### src/rtl/multicycle_controller_if.sv
`default_nettype none
// ============================================================================
// Module   : multicycle_controller_if
// Brief    : Instruction fields in, datapath selects and enables out, for
//            the multicycle RV32I control FSM.
// Revision : 1.0
// ============================================================================
interface multicycle_controller_if;
    logic [6:0] op;
    logic [2:0] funct3;
    logic       funct7;
    logic       zero;
    logic       PCWrite;
    logic       AdrSrc;
    logic       MemWrite;
    logic       IRWrite;
    logic [1:0] ResultSrc;
    logic [1:0] ALUSrcA;
    logic [1:0] ALUSrcB;
    logic [1:0] ImmSrc;
    logic       RegWrite;
    logic [2:0] ALUControl;
    logic [3:0] state;

    modport master (
        input  op, funct3, funct7, zero,
        output PCWrite, AdrSrc, MemWrite, IRWrite, ResultSrc, ALUSrcA,
               ALUSrcB, ImmSrc, RegWrite, ALUControl, state
    );

    modport slave (
        output op, funct3, funct7, zero,
        input  PCWrite, AdrSrc, MemWrite, IRWrite, ResultSrc, ALUSrcA,
               ALUSrcB, ImmSrc, RegWrite, ALUControl, state
    );
endinterface
`default_nettype wire

### src/rtl/multicycle_controller.sv
`default_nettype none
// ============================================================================
// Module   : multicycle_controller
// Brief    : Main control FSM of the multicycle RV32I core (lw, sw, R-type,
//            I-type ALU, beq, jal).
// Revision : 1.0
// ============================================================================
module multicycle_controller (
    input  wire logic              clk,
    input  wire logic              reset,
    multicycle_controller_if.master bus
);
    localparam logic [3:0] c_FETCH    = 4'd0;
    localparam logic [3:0] c_DECODE   = 4'd1;
    localparam logic [3:0] c_MEMADR   = 4'd2;
    localparam logic [3:0] c_MEMREAD  = 4'd3;
    localparam logic [3:0] c_MEMWB    = 4'd4;
    localparam logic [3:0] c_MEMWRITE = 4'd5;
    localparam logic [3:0] c_EXECUTER = 4'd6;
    localparam logic [3:0] c_EXECUTEI = 4'd7;
    localparam logic [3:0] c_ALUWB    = 4'd8;
    localparam logic [3:0] c_BEQ      = 4'd9;
    localparam logic [3:0] c_JAL      = 4'd10;

    localparam logic [6:0] c_OP_LW    = 7'b0000011;
    localparam logic [6:0] c_OP_SW    = 7'b0100011;
    localparam logic [6:0] c_OP_R     = 7'b0110011;
    localparam logic [6:0] c_OP_I     = 7'b0010011;
    localparam logic [6:0] c_OP_BEQ   = 7'b1100011;
    localparam logic [6:0] c_OP_JAL   = 7'b1101111;

    logic [3:0] r_state;
    logic [3:0] w_next_state;
    logic       w_pcupdate;
    logic       w_branch;
    logic       w_adrsrc;
    logic       w_memwrite;
    logic       w_irwrite;
    logic       w_regwrite;
    logic [1:0] w_resultsrc;
    logic [1:0] w_alusrca;
    logic [1:0] w_alusrcb;
    logic [1:0] w_aluop;
    logic [2:0] w_alucontrol;
    logic [1:0] w_immsrc;

    always_ff @(posedge clk or posedge reset) begin
        if (reset) r_state <= c_FETCH;
        else       r_state <= w_next_state;
    end

    always_comb begin
        w_next_state = c_FETCH;
        case (r_state)
            c_FETCH:  w_next_state = c_DECODE;
            c_DECODE: begin
                case (bus.op)
                    c_OP_LW, c_OP_SW: w_next_state = c_MEMADR;
                    c_OP_R:           w_next_state = c_EXECUTER;
                    c_OP_I:           w_next_state = c_EXECUTEI;
                    c_OP_BEQ:         w_next_state = c_BEQ;
                    c_OP_JAL:         w_next_state = c_JAL;
                    default:          w_next_state = c_FETCH;
                endcase
            end
            c_MEMADR:   w_next_state = (bus.op == c_OP_LW) ? c_MEMREAD : c_MEMWRITE;
            c_MEMREAD:  w_next_state = c_MEMWB;
            c_EXECUTER,
            c_EXECUTEI,
            c_JAL:      w_next_state = c_ALUWB;
            default:    w_next_state = c_FETCH;
        endcase
    end

    always_comb begin
        w_pcupdate  = 1'b0;
        w_branch    = 1'b0;
        w_adrsrc    = 1'b0;
        w_memwrite  = 1'b0;
        w_irwrite   = 1'b0;
        w_regwrite  = 1'b0;
        w_resultsrc = 2'b00;
        w_alusrca   = 2'b00;
        w_alusrcb   = 2'b00;
        w_aluop     = 2'b00;
        case (r_state)
            c_FETCH: begin
                w_irwrite   = 1'b1;
                w_alusrcb   = 2'b10;
                w_resultsrc = 2'b10;
                w_pcupdate  = 1'b1;
            end
            c_DECODE: begin
                w_alusrca = 2'b01;
                w_alusrcb = 2'b01;
            end
            c_MEMADR: begin
                w_alusrca = 2'b10;
                w_alusrcb = 2'b01;
            end
            c_MEMREAD:  w_adrsrc = 1'b1;
            c_MEMWB: begin
                w_resultsrc = 2'b01;
                w_regwrite  = 1'b1;
            end
            c_MEMWRITE: begin
                w_adrsrc   = 1'b1;
                w_memwrite = 1'b1;
            end
            c_EXECUTER: begin
                w_alusrca = 2'b10;
                w_aluop   = 2'b10;
            end
            c_EXECUTEI: begin
                w_alusrca = 2'b10;
                w_alusrcb = 2'b01;
                w_aluop   = 2'b10;
            end
            c_ALUWB:    w_regwrite = 1'b1;
            c_BEQ: begin
                w_alusrca = 2'b10;
                w_aluop   = 2'b01;
                w_branch  = 1'b1;
            end
            c_JAL: begin
                w_alusrca  = 2'b01;
                w_alusrcb  = 2'b10;
                w_pcupdate = 1'b1;
            end
            default: ;
        endcase
    end

    // Subtract only for R-type with funct7[5]; addi with bit 30 set stays add.
    always_comb begin
        w_alucontrol = 3'b000;
        case (w_aluop)
            2'b01: w_alucontrol = 3'b001;
            2'b10: begin
                case (bus.funct3)
                    3'b000:  w_alucontrol = (bus.op[5] & bus.funct7) ? 3'b001 : 3'b000;
                    3'b010:  w_alucontrol = 3'b101;
                    3'b110:  w_alucontrol = 3'b011;
                    3'b111:  w_alucontrol = 3'b010;
                    default: w_alucontrol = 3'b000;
                endcase
            end
            default: w_alucontrol = 3'b000;
        endcase
    end

    always_comb begin
        case (bus.op)
            c_OP_SW:  w_immsrc = 2'b01;
            c_OP_BEQ: w_immsrc = 2'b10;
            c_OP_JAL: w_immsrc = 2'b11;
            default:  w_immsrc = 2'b00;
        endcase
    end

    // Write enables are gated by reset so an in-flight write dies immediately.
    assign bus.PCWrite    = ~reset & (w_pcupdate | (w_branch & bus.zero));
    assign bus.IRWrite    = ~reset & w_irwrite;
    assign bus.RegWrite   = ~reset & w_regwrite;
    assign bus.MemWrite   = ~reset & w_memwrite;
    assign bus.AdrSrc     = w_adrsrc;
    assign bus.ResultSrc  = w_resultsrc;
    assign bus.ALUSrcA    = w_alusrca;
    assign bus.ALUSrcB    = w_alusrcb;
    assign bus.ImmSrc     = w_immsrc;
    assign bus.ALUControl = w_alucontrol;
    assign bus.state      = r_state;
endmodule
`default_nettype wire

### src/flat_wrapper.sv
// flat-port wrapper written by rule: the top's interface ports become plain ports
module multicycle_controller_flat 
  (clk, reset, bus_op, bus_funct3, bus_funct7, bus_zero, bus_PCWrite, bus_AdrSrc, bus_MemWrite, bus_IRWrite, bus_ResultSrc, bus_ALUSrcA, bus_ALUSrcB, bus_ImmSrc, bus_RegWrite, bus_ALUControl, bus_state);
  multicycle_controller_if bus_i ();
  input  wire logic clk;
  input  wire logic reset;
  input wire logic [$bits(bus_i.op)-1:0] bus_op;
  input wire logic [$bits(bus_i.funct3)-1:0] bus_funct3;
  input wire logic [$bits(bus_i.funct7)-1:0] bus_funct7;
  input wire logic [$bits(bus_i.zero)-1:0] bus_zero;
  output wire logic [$bits(bus_i.PCWrite)-1:0] bus_PCWrite;
  output wire logic [$bits(bus_i.AdrSrc)-1:0] bus_AdrSrc;
  output wire logic [$bits(bus_i.MemWrite)-1:0] bus_MemWrite;
  output wire logic [$bits(bus_i.IRWrite)-1:0] bus_IRWrite;
  output wire logic [$bits(bus_i.ResultSrc)-1:0] bus_ResultSrc;
  output wire logic [$bits(bus_i.ALUSrcA)-1:0] bus_ALUSrcA;
  output wire logic [$bits(bus_i.ALUSrcB)-1:0] bus_ALUSrcB;
  output wire logic [$bits(bus_i.ImmSrc)-1:0] bus_ImmSrc;
  output wire logic [$bits(bus_i.RegWrite)-1:0] bus_RegWrite;
  output wire logic [$bits(bus_i.ALUControl)-1:0] bus_ALUControl;
  output wire logic [$bits(bus_i.state)-1:0] bus_state;
  assign bus_i.op = bus_op;
  assign bus_i.funct3 = bus_funct3;
  assign bus_i.funct7 = bus_funct7;
  assign bus_i.zero = bus_zero;
  assign bus_PCWrite = bus_i.PCWrite;
  assign bus_AdrSrc = bus_i.AdrSrc;
  assign bus_MemWrite = bus_i.MemWrite;
  assign bus_IRWrite = bus_i.IRWrite;
  assign bus_ResultSrc = bus_i.ResultSrc;
  assign bus_ALUSrcA = bus_i.ALUSrcA;
  assign bus_ALUSrcB = bus_i.ALUSrcB;
  assign bus_ImmSrc = bus_i.ImmSrc;
  assign bus_RegWrite = bus_i.RegWrite;
  assign bus_ALUControl = bus_i.ALUControl;
  assign bus_state = bus_i.state;
  multicycle_controller u_core (.clk(clk), .reset(reset), .bus(bus_i));
endmodule
### config.mk
export PLATFORM = sky130hd
export DESIGN_NAME = multicycle_controller_flat
export DESIGN_NICKNAME = d
export VERILOG_FILES = /design/src/rtl/multicycle_controller_if.sv /design/src/rtl/multicycle_controller.sv /design/src/flat_wrapper.sv
export SDC_FILE = /design/constraint.sdc
export NUM_CORES = 1
export LEC_CHECK = 0
export CORE_MARGIN = 1.5
export CORE_UTILIZATION = 39
export DETAILED_ROUTE_END_ITERATION = 10
export MAX_ROUTING_LAYER = met4
export PLACE_DENSITY = 0.81
export SETUP_SLACK_MARGIN = 0.4
export SYNTH_ARGS = -nofsm -noshare
export SYNTH_HDL_FRONTEND = slang
export SYNTH_SLANG_ARGS = --single-unit
### constraint.sdc
create_clock -name clk -period 3.7 [get_ports clk]
set_input_delay 0.74 -clock clk [delete_from_list [all_inputs] [get_ports clk]]
set_output_delay 0.74 -clock clk [all_outputs]
set_load 0.01 [all_outputs]
==> results.md <==
- Setup Skew: about 0.0016 ns
- Crit-path max cell delay: around 0.53 ns
- Via count: around 650
- Die height: just over 40 um
- Compound-gate portion of the synthesized area: 0.1833
- Syn_nets: 87
- Crit Path Class: primary input to primary output
- Syn Std Cell Area: about 550 um2
- Synth unique cells: 35
- Final WS setup: around 0.53 ns
- RSZ-0062 raised after global routing: no
- Gpl congestion: 0.7384
- Initial DRC Count: 11
- Setup_tns: 0 ns
- PwrDens: ~350 nW/um2
- Layout fillers: between 100 and 150
- Io pins: 34
- Setup crit start kind: primary input
- CTS Buf Count: 3
- Most used DFF post-synth: dfrtp_1
- Setup bufs post-CTS: 0
- Worst Path Max Fanout: 5
- Area grow syn2layout: 65.16%
- H-tree level count: 1
- Mapped Cells: between 70 and 80
- Endpoints failing hold: 0
- Post-Synth Simple-Gate Area: 0.4208
- Initial Util: 0.4198
- CP cell instances: clkdlybuf4s50_1 > nand4bb_4 > o22ai_1 > and3b_1 > clkdlybuf4s50_1
- FFs w/ async S/R, synth: 1.000
- Clock slew at reported path FFs: approximately 0.04 ns
- Crit-path slowest cell: clkdlybuf4s50_1
- Die width: ~41 um
- Worst path bufs/invs: 2
- Tightest Pin Transition: between 0.4 and 0.5 ns
- Synth area leader: dfrtp_1
- Post-synthesis sequential area ratio: 0.1810
- Clock root cell: clkbuf_4
- Drt pass-1 iters: 4
- Synthesis-stage register bit count: 4
- WL final: ~1500 um
- CTS Sinks: 4
- Crit. End Element: primary output
- Placed Area: 882.1 um2
- Hold WS: ~0.63 ns
- Worst Path Arrival: between 2 and 2.5 ns
- Slew Viols, Final: 0
- Vias in the first global route: roughly 550
- Post-route DRC: 0
- Total GRT Usage: 0.2095
- Synth area leaders: dfrtp_1, nor3_1, nand4bb_4, xnor2_1, ha_1
- Share of cells above drive strength 1: 0.1165
- Port Buffers: 33
- Max VDD drop: 0.2575 mV
- Commonest cells in the netlist: nor3_1, inv_1
- Final nets: ~120
- Longest Clk Path Bufs: 2
- Multiplexer share of the synthesized area: 0
- Max_cap viols: 0
- # diodes: 0
- Worst skew pair latency: 0.24 ns
- Minimum clock period: around 3.2 ns
- Xor/xnor cell area share of the yosys netlist: 0.07919
- Post-synth EDFFs: 0
- Layout Utilization: 0.6933
- Final worst path period share: 0.8579
- Synth Warn #: 0
- Number of flip-flops in the largest register: 4
- Global-route wire length before repair: about 2200 um
- CP delay by family, top: buffers and inverters
- Vias per cell: ~5.5
- P_leak: between 0.3 and 0.4 nW
- Fmax: about 320 MHz
- Main combinational cell family by area after synthesis: simple AND/OR/NAND/NOR gates
- CTS tree: done
- Relative max-transition margin: 0.7111
- Site Rows: 13
- Yosys top cell area share: 0.1810
- Core Region: 1318 um2
- Tightest Hold Check Type: register to register
- Wire per inst: about 13 um
- Antenna viol nets, final: 0
- Setup WS pre-CTS: about 0.52 ns
- Dpl hpwl: approximately 1200 um
- CP dominant cell by count: clkdlybuf4s50_1
- Largest net degree at the start of global routing: 19
- Status: finished clean
- CP required: 2.96 ns
- CTS Hold Bufs: 0
- Die Footprint: roughly 1700 um2
- Cell with the most instances after synthesis: nor3_1
- GRT overflow: 0
- Adder-Cell Fraction of Synth Area: 0.04525
- Setup Viol. Count Final: 0
- Fin area: between 900 and 1000 um2
- Syn avg cell area: around 7.8 um2
- Antenna violations before repair: 0
power breakdown:
group          internal (mW)  switching [mW]  total, mW
clock                 0.0364          0.0194     0.0558
sequential            0.0514          0.0250     0.0764
combinational          0.115          0.0746      0.190
per-layer routing:
metal | global-route usage | up-vias | part of all wire
met2 | 0.3730 | 24 | 0.50
met5 | - | - | 0
met4 | 0.05000 | 0 | 0.0067
met1 | 0.2343 | 298 | 0.44
met3 | 0.04891 | 2 | 0.055
li1 | - | 325 | -
cell type report:
| type | instances | area [um2] | share of cell area |
|---|---|---|---|
| timing repair buffer | 34 | 337.8 | 0.3699 |
| multi-input combinational | 56 | 407.9 | 0.4466 |
| inverter | 6 | 22.52 | 0.02466 |
| clock buffer | 3 | 22.52 | 0.02466 |
| sequential | 4 | 103.9 | 0.1137 |
| tap | 15 | 18.77 | 0.02055 |
layout by cell type (no fill, tap or decap):
cell type / instances
and4b_1: 1
o21ai_0: 4
or3b_1: 1
nor4bb_1: 1
nand4bb_1: 1
nor2b_1: 1
or4b_1: 1
o31ai_1: 1
inv_1: 6
a211o_1: 1
ha_1: 2
nand4_1: 1
or2_2: 1
nor3b_2: 1
o41a_1: 1
nor2_1: 3
dfrtp_1: 1
dfrtp_2: 3
o22ai_1: 1
nand2b_1: 2
a31o_2: 1
nand3_1: 1
clkdlybuf4s50_1: 33
xor2_1: 2
xnor2_1: 3
o221a_2: 1
nand4bb_4: 1
buf_4: 1
clkbuf_4: 3
and3_1: 2
o21a_1: 1
nand2_1: 4
nor3_1: 7
nor4_1: 2
a21oi_1: 4
and3b_1: 2
nand3b_1: 1
metrics by stage:
stage | power [mW] | std cells
2_1_floorplan | 0.1569 | 71
3_3_place_gp | 0.2625 | 115
3_5_place_dp | 0.2647 | 115
4_1_cts | 0.3222 | 118
5_1_grt | 0.3479 | 118
6_report | 0.3222 | 118
path summary, 6_finish.rpt:
kind | end | cells after the start | slack, ns | startpoint
worst max register to register | u_core.bus.state[1]$_DFF_PP0_ | 3 | 2.24 | u_core.bus.state[1]$_DFF_PP0_
worst min register to register | u_core.bus.state[0]$_DFF_PP0_ | 1 | 0.63 | u_core.bus.state[0]$_DFF_PP0_
min in group asynchronous | u_core.bus.state[3]$_DFF_PP0_ | 2 | 0.79 | reset
max in group asynchronous | u_core.bus.state[2]$_DFF_PP0_ | 2 | 2.73 | reset
worst min-delay path | u_core.bus.state[0]$_DFF_PP0_ | 1 | 0.63 | u_core.bus.state[0]$_DFF_PP0_
worst max-delay path | bus_ImmSrc[0] | 5 | 0.53 | bus_op[3]
kinds of logic (layout without fill, tap and decap cells):
kind of cell / Yosys count / after routing
buffers and inverters: 11 / 43
adders and majority gates: 2 / 2
DFF: 4 / 4
and+or+nand+nor: 34 / 34
AOI/OAI and AO/OA: 15 / 15
xor gates and xnor gates: 5 / 5
what timing repair did:
action | in CTS | in global routing
endpoints found under the hold margin | 0 | 0
gates resized for setup | 0 | 4
setup endpoints to repair | 0 | 3
Note: power is estimated with default switching activity, not from simulation.
